### src/rtl/uart_echo_responder.sv
// uart_echo_responder: 8N1 far-end UART peer. Receives bytes on rx,
// queues them in a small FIFO and re-sends each (XOR-masked) on tx.
//
// Ports:
//   clk, rst_n      single clock, async active-low reset
//   rx              serial in (idle high, asynchronous to clk)
//   tx_hold         1 = do not start a new TX frame
//   tx, tx_busy     serial out (idle high), frame-in-progress flag
//   rx_byte         last good received byte (unmasked)
//   rx_valid        1-cycle pulse on every good stop bit
//   frame_err       1-cycle pulse when the stop bit is sampled low
//   overflow        1-cycle pulse when a good byte is dropped (FIFO full)
//   fifo_count      entries currently queued
module uart_echo_responder #(
  parameter int unsigned CLK_PER_BIT = 10,
  parameter int unsigned FIFO_DEPTH  = 4,
  parameter logic [7:0]  XOR_MASK    = 8'h00
) (
  input  logic                         clk,
  input  logic                         rst_n,
  input  logic                         rx,
  input  logic                         tx_hold,
  output logic                         tx,
  output logic                         tx_busy,
  output logic [7:0]                   rx_byte,
  output logic                         rx_valid,
  output logic                         frame_err,
  output logic                         overflow,
  output logic [$clog2(FIFO_DEPTH):0]  fifo_count
);

  localparam int unsigned AW = $clog2(FIFO_DEPTH);
  localparam int unsigned CW = $clog2(CLK_PER_BIT);

  localparam logic [CW-1:0] BIT_END  = CW'(CLK_PER_BIT - 1);
  localparam logic [CW-1:0] HALF_END = CW'(CLK_PER_BIT / 2 - 1);
  localparam logic [CW-1:0] CNT_ONE  = CW'(1);
  localparam logic [AW-1:0] PTR_ONE  = AW'(1);
  localparam logic [AW:0]   CNT1     = (AW+1)'(1);
  localparam logic [AW:0]   DEPTH_C  = (AW+1)'(FIFO_DEPTH);

  typedef enum logic [2:0] {
    R_IDLE, R_START, R_DATA, R_STOP, R_WAIT
  } rx_st_e;

  typedef enum logic [1:0] {
    T_IDLE, T_START, T_DATA, T_STOP
  } tx_st_e;

  // ---------------- synchroniser ----------------
  logic s1_q, s2_q, rxs;

  always_ff @(posedge clk or negedge rst_n) begin
    if (!rst_n) begin
      s1_q <= 1'b1;
      s2_q <= 1'b1;
    end else begin
      s1_q <= rx;
      s2_q <= s1_q;
    end
  end

  assign rxs = s2_q;

  // ---------------- shared FIFO control ----------------
  rx_st_e        rx_st_q;
  tx_st_e        tx_st_q;
  logic [CW-1:0] rx_cnt_q, tx_cnt_q;
  logic [7:0]    rx_sh_q, tx_sh_q;
  logic [AW-1:0] wr_q, rd_q;
  logic [AW:0]   cnt_q;
  logic [7:0]    mem [FIFO_DEPTH];

  logic rx_tick, tx_tick;
  logic push_req_d, push_d, pop_d, full_d;

  assign rx_tick    = (rx_cnt_q == BIT_END);
  assign tx_tick    = (tx_cnt_q == BIT_END);
  assign full_d     = (cnt_q == DEPTH_C);
  assign push_req_d = (rx_st_q == R_STOP) && rx_tick && rxs;
  assign pop_d      = (tx_st_q == T_IDLE) && (cnt_q != '0)
                      && !tx_hold;
  // A full FIFO still accepts when the same cycle frees a slot.
  assign push_d     = push_req_d && (!full_d || pop_d);

  // ---------------- RX FSM ----------------
  logic [2:0] rx_bit_q;
  logic [7:0] rx_byte_q;
  logic       rx_valid_q, frame_err_q, overflow_q;

  always_ff @(posedge clk or negedge rst_n) begin
    if (!rst_n) begin
      rx_st_q     <= R_IDLE;
      rx_cnt_q    <= '0;
      rx_bit_q    <= '0;
      rx_sh_q     <= '0;
      rx_byte_q   <= '0;
      rx_valid_q  <= 1'b0;
      frame_err_q <= 1'b0;
      overflow_q  <= 1'b0;
    end else begin
      rx_valid_q  <= 1'b0;
      frame_err_q <= 1'b0;
      overflow_q  <= 1'b0;
      unique case (rx_st_q)
        R_IDLE: begin
          if (!rxs) begin
            rx_st_q  <= R_START;
            rx_cnt_q <= '0;
          end
        end
        R_START: begin
          // Mid-start-bit recheck rejects short glitches.
          if (rx_cnt_q == HALF_END) begin
            rx_cnt_q <= '0;
            rx_bit_q <= '0;
            rx_st_q  <= rxs ? R_IDLE : R_DATA;
          end else begin
            rx_cnt_q <= rx_cnt_q + CNT_ONE;
          end
        end
        R_DATA: begin
          if (rx_tick) begin
            rx_cnt_q <= '0;
            rx_sh_q  <= {rxs, rx_sh_q[7:1]};
            rx_bit_q <= rx_bit_q + 3'd1;
            if (rx_bit_q == 3'd7) rx_st_q <= R_STOP;
          end else begin
            rx_cnt_q <= rx_cnt_q + CNT_ONE;
          end
        end
        R_STOP: begin
          if (rx_tick) begin
            rx_cnt_q <= '0;
            if (rxs) begin
              rx_byte_q  <= rx_sh_q;
              rx_valid_q <= 1'b1;
              overflow_q <= full_d && !pop_d;
              rx_st_q    <= R_IDLE;
            end else begin
              frame_err_q <= 1'b1;
              rx_st_q     <= R_WAIT;
            end
          end else begin
            rx_cnt_q <= rx_cnt_q + CNT_ONE;
          end
        end
        R_WAIT: begin
          if (rxs) rx_st_q <= R_IDLE;
        end
        default: rx_st_q <= R_IDLE;
      endcase
    end
  end

  // ---------------- FIFO ----------------
  always_ff @(posedge clk) begin
    if (push_d) mem[wr_q] <= rx_sh_q;
  end

  always_ff @(posedge clk or negedge rst_n) begin
    if (!rst_n) begin
      wr_q  <= '0;
      rd_q  <= '0;
      cnt_q <= '0;
    end else begin
      if (push_d) wr_q <= wr_q + PTR_ONE;
      if (pop_d)  rd_q <= rd_q + PTR_ONE;
      unique case ({push_d, pop_d})
        2'b10:   cnt_q <= cnt_q + CNT1;
        2'b01:   cnt_q <= cnt_q - CNT1;
        default: cnt_q <= cnt_q;
      endcase
    end
  end

  // ---------------- TX FSM ----------------
  logic [2:0] tx_bit_q;
  logic       tx_q, tx_busy_q;

  always_ff @(posedge clk or negedge rst_n) begin
    if (!rst_n) begin
      tx_st_q   <= T_IDLE;
      tx_cnt_q  <= '0;
      tx_bit_q  <= '0;
      tx_sh_q   <= '0;
      tx_q      <= 1'b1;
      tx_busy_q <= 1'b0;
    end else begin
      unique case (tx_st_q)
        T_IDLE: begin
          if (pop_d) begin
            tx_sh_q   <= mem[rd_q] ^ XOR_MASK;
            tx_q      <= 1'b0;
            tx_busy_q <= 1'b1;
            tx_cnt_q  <= '0;
            tx_st_q   <= T_START;
          end
        end
        T_START: begin
          if (tx_tick) begin
            tx_cnt_q <= '0;
            tx_bit_q <= '0;
            tx_q     <= tx_sh_q[0];
            tx_st_q  <= T_DATA;
          end else begin
            tx_cnt_q <= tx_cnt_q + CNT_ONE;
          end
        end
        T_DATA: begin
          if (tx_tick) begin
            tx_cnt_q <= '0;
            if (tx_bit_q == 3'd7) begin
              tx_q    <= 1'b1;
              tx_st_q <= T_STOP;
            end else begin
              tx_q     <= tx_sh_q[1];
              tx_sh_q  <= {1'b0, tx_sh_q[7:1]};
              tx_bit_q <= tx_bit_q + 3'd1;
            end
          end else begin
            tx_cnt_q <= tx_cnt_q + CNT_ONE;
          end
        end
        T_STOP: begin
          if (tx_tick) begin
            tx_cnt_q  <= '0;
            tx_busy_q <= 1'b0;
            tx_st_q   <= T_IDLE;
          end else begin
            tx_cnt_q <= tx_cnt_q + CNT_ONE;
          end
        end
        default: tx_st_q <= T_IDLE;
      endcase
    end
  end

  assign tx         = tx_q;
  assign tx_busy    = tx_busy_q;
  assign rx_byte    = rx_byte_q;
  assign rx_valid   = rx_valid_q;
  assign frame_err  = frame_err_q;
  assign overflow   = overflow_q;
  assign fifo_count = cnt_q;

endmodule

### config.mk
export PLATFORM = sky130hd
export DESIGN_NAME = uart_echo_responder
export DESIGN_NICKNAME = d
export VERILOG_FILES = /design/src/rtl/uart_echo_responder.sv
export SDC_FILE = /design/constraint.sdc
export NUM_CORES = 1
export LEC_CHECK = 0
export ABC_AREA = 1
export CAP_MARGIN = 30
export CORE_ASPECT_RATIO = 0.9
export CORE_MARGIN = 1.5
export CORE_UTILIZATION = 63
export CTS_CLUSTER_DIAMETER = 120
export DETAILED_ROUTE_END_ITERATION = 6
export HOLD_SLACK_MARGIN = 0.06
export PLACE_DENSITY = 0.83
export SYNTH_ARGS = -nofsm -noshare
export SYNTH_HDL_FRONTEND = slang
export SYNTH_SLANG_ARGS = --single-unit
### constraint.sdc
create_clock -name clk -period 3.5 [get_ports clk]
set_clock_uncertainty 0.1 [all_clocks]
set_input_delay 1.05 -clock clk [delete_from_list [all_inputs] [get_ports clk]]
set_output_delay 1.05 -clock clk [all_outputs]
set_load 0.005 [all_outputs]
==> results.cfg <==
[run_status]
status = finished clean

[hold_path]
min_from = s1_q
min_delay_path_depth = 0
hold_class = reg2reg
whs_endpoint = rxs

[sta]
max_freq_mhz = 372.1
rsz0062_at_grt = no
hold_slack_ns = 0.2595
period_minus_slack_ns = 2.688
hold_viol = 0
setup_viol = 0
worst_pin_slew_ns = 0.6863
worst_slew_margin_rel = 0.5425
finalCritPeriodShare = 0.7679
setup_ws_ns = 0.8125
maxSlewViolCount = 0
setup_tns_ns = 0

[floorplan]
core_area_um2 = 6115
start_util = 0.6550
die_h_um = 78.64
die_area_um2 = 6845
ios = 20
num_rows = 27
fp.dieW_um = 87.05

[global_route]
first_global_vias = 2703
grtUsageMet3 = 0.05363
busiest_layer = met2
met1_usage = 0.3124
grt_antenna_before_repair = 0
grt_max_degree = 32
grtUsageTotal = 0.2397
grt_use_met2 = 0.3891
grt_pass1_wl_um = 12360
overflow = 0

[final_layout]
utilization = 0.7248
layout-drive-gt1-share = 0.08159
fin_nets = 449
areaGrowthSynthToFinish_pct = 10.65
num_antenna_cells = 0
layout_commonest_cell = nand2_1
fillCellCount = 430
finalNonFillerCells = 516
final_cell_mix = nand2_1, dfrtp_1, inv_1

[worst_setup_path]
slowest_delay_ns = 0.56
cp-start-kind = input pin
worst-path-buf-inv = 1
critPathTopFamily = simple AND/OR/NAND/NOR gates
required_ns = 3.39
arrival_ns = 2.57
cp_cell_sequence = clkdlybuf4s50_1 > nor2_2 > nand2_2 > nand3_1 > nand2_1 > nor2_1
r2r-end = mem[0][3]
crit_fanout = 8
critPathKind = in2reg
endpoint_kind = flip-flop
r2r_cells = 8
rr_startpoint = tx_st_q[0]
critPathSlowestCell = nor2_1
regToRegSetupSlack_ns = 1.03

[drt]
drtAntennaViolNets = 0
via_per_inst = 5.254
drt_iter0_drc = 118
vias = 2711
post-route-drc-count = 0
wl_per_cell_um = 14.02
routed_wl_um = 7234
firstDrtPassIters = 4

[clocking]
cts_setup_buffers = 0
ctsLongestPathBuffers = 2
cts-buffers-inserted = 9
h-tree-depth = 3
cts_sinks = 89
cts_hold_buf = 0
clk_pin_slew_ns = 0.08
cts_tree = yes
insertion_delay_ns = 0.36
cts-root-buf = clkbuf_8
ctsResizeCount = 0

[yosys]
ys_seq_elements = 89
synthesis.area_um2 = 4005
async_reset_ff_frac = 0.6404
yosysWarningCount = 0
synth_ff_type = dfrtp_1
ys_seq_area_frac = 0.5970
synth_edf_count = 32
syn_inst = 400
synth_nets = 425
syn_avg_cell_area_um2 = 10.01
synth_cell_type_count = 34

[place]
io_buffers = 19
dp_hpwl_um = 5163
dp_cells = 500
pre_cts_ws_ns = 0.4451
place_congestion = 0.9318

[pwr]
power_density_nw_per_um2 = 684.1
peakVddDrop_mv = 0.3863
p_leak_uw = 0.001999

[flow_run]
max_cap_violations = 0
==> stage by stage <==
step | cell area [um^2] | power (uW)
2_1_floorplan | 4005 | 2190
3_3_place_gp | 4264 | 2381
3_5_place_dp | 4264 | 2431
4_1_cts | 4432 | 3049
5_1_grt | 4432 | 3277
6_report | 4432 | 3032
==> state kept, by name, indices dropped and copies added, names as in the netlist, 2 cells and up <==
name,flops
tx_st_q,2
rx_byte,8
rx_st_q,3
tx_cnt_q,4
wr_q,2
tx_sh_q,8
fifo_count,3
rx_sh_q,8
rd_q,2
rx_cnt_q,4
tx_bit_q,3
mem,32
rx_bit_q,3
==> layout make-up <==
cell class / instances / area (um^2) / area share
Multi-Input combinational cell: 254 / 1380 / 0.3114
Timing Repair Buffer: 21 / 200.2 / 0.04517
Tap cell: 87 / 108.9 / 0.02456
Inverter: 49 / 183.9 / 0.04150
Clock inverter: 6 / 40.04 / 0.009034
Clock buffer: 10 / 127.6 / 0.02880
Sequential cell: 89 / 2391 / 0.5395
==> synth_stat cells, types with 2 or more instances <==
| master | instances | area, um^2 |
|---|---|---|
| a21oi_1 | 9 | 45.04 |
| a32o_1 | 2 | 20.02 |
| buf_2 | 4 | 20.02 |
| buf_4 | 2 | 15.01 |
| dfrtp_1 | 54 | 1351 |
| dfstp_2 | 3 | 78.83 |
| edfxtp_1 | 32 | 960.9 |
| ha_1 | 20 | 250.2 |
| inv_1 | 46 | 172.7 |
| inv_2 | 3 | 11.26 |
| nand2_1 | 71 | 266.5 |
| nand2_2 | 3 | 18.77 |
| nand3_1 | 20 | 100.1 |
| nor2_1 | 42 | 157.7 |
| nor2_2 | 4 | 25.02 |
| nor3_1 | 3 | 15.01 |
| o21ai_0 | 40 | 200.2 |
| o21ai_1 | 17 | 85.08 |
| o22ai_1 | 6 | 37.54 |
| xor2_1 | 5 | 43.79 |
==> kinds of logic (layout without fill, tap and decap cells) <==
group,after synthesis,after routing,share of synthesized area
AO/OA/AOI/OAI,79,79,0.1084
XOR/XNOR,5,5,0.01093
adder cells (fa/ha/maj),21,21,0.06748
buffers and inverters,57,86,0.05842
flip-flops,89,89,0.5970
AND/OR/NAND/NOR,149,149,0.1578
==> report_power, final <==
group / internal [uW] / switching, uW
Clock: 261 / 351
Sequential: 1230 / 162
Combinational: 388 / 642
==> how the worst max path moves through the flow <==
stage	depth (start not counted)	to	slack, ns	startpoint
floorplan	5	mem[0][0]	1.17	tx_hold
global placement	6	mem[3][2]	0.55	tx_hold
detailed placement	6	mem[0][3]	0.45	tx_hold
CTS	6	mem[0][3]	0.81	tx_hold
global route	6	mem[1][0]	0.70	tx_hold
finish	6	mem[0][3]	0.81	tx_hold
==> routing by layer <==
layer | vias up | wire length [um] | share of wire
met5 | - | 0 | 0
met4 | 0 | 159 | 0.022
met3 | 16 | 249 | 0.034
met2 | 47 | 3558 | 0.49
met1 | 1276 | 3266 | 0.45
li1 | 1372 | - | -
(Power assumes the default switching activity.)
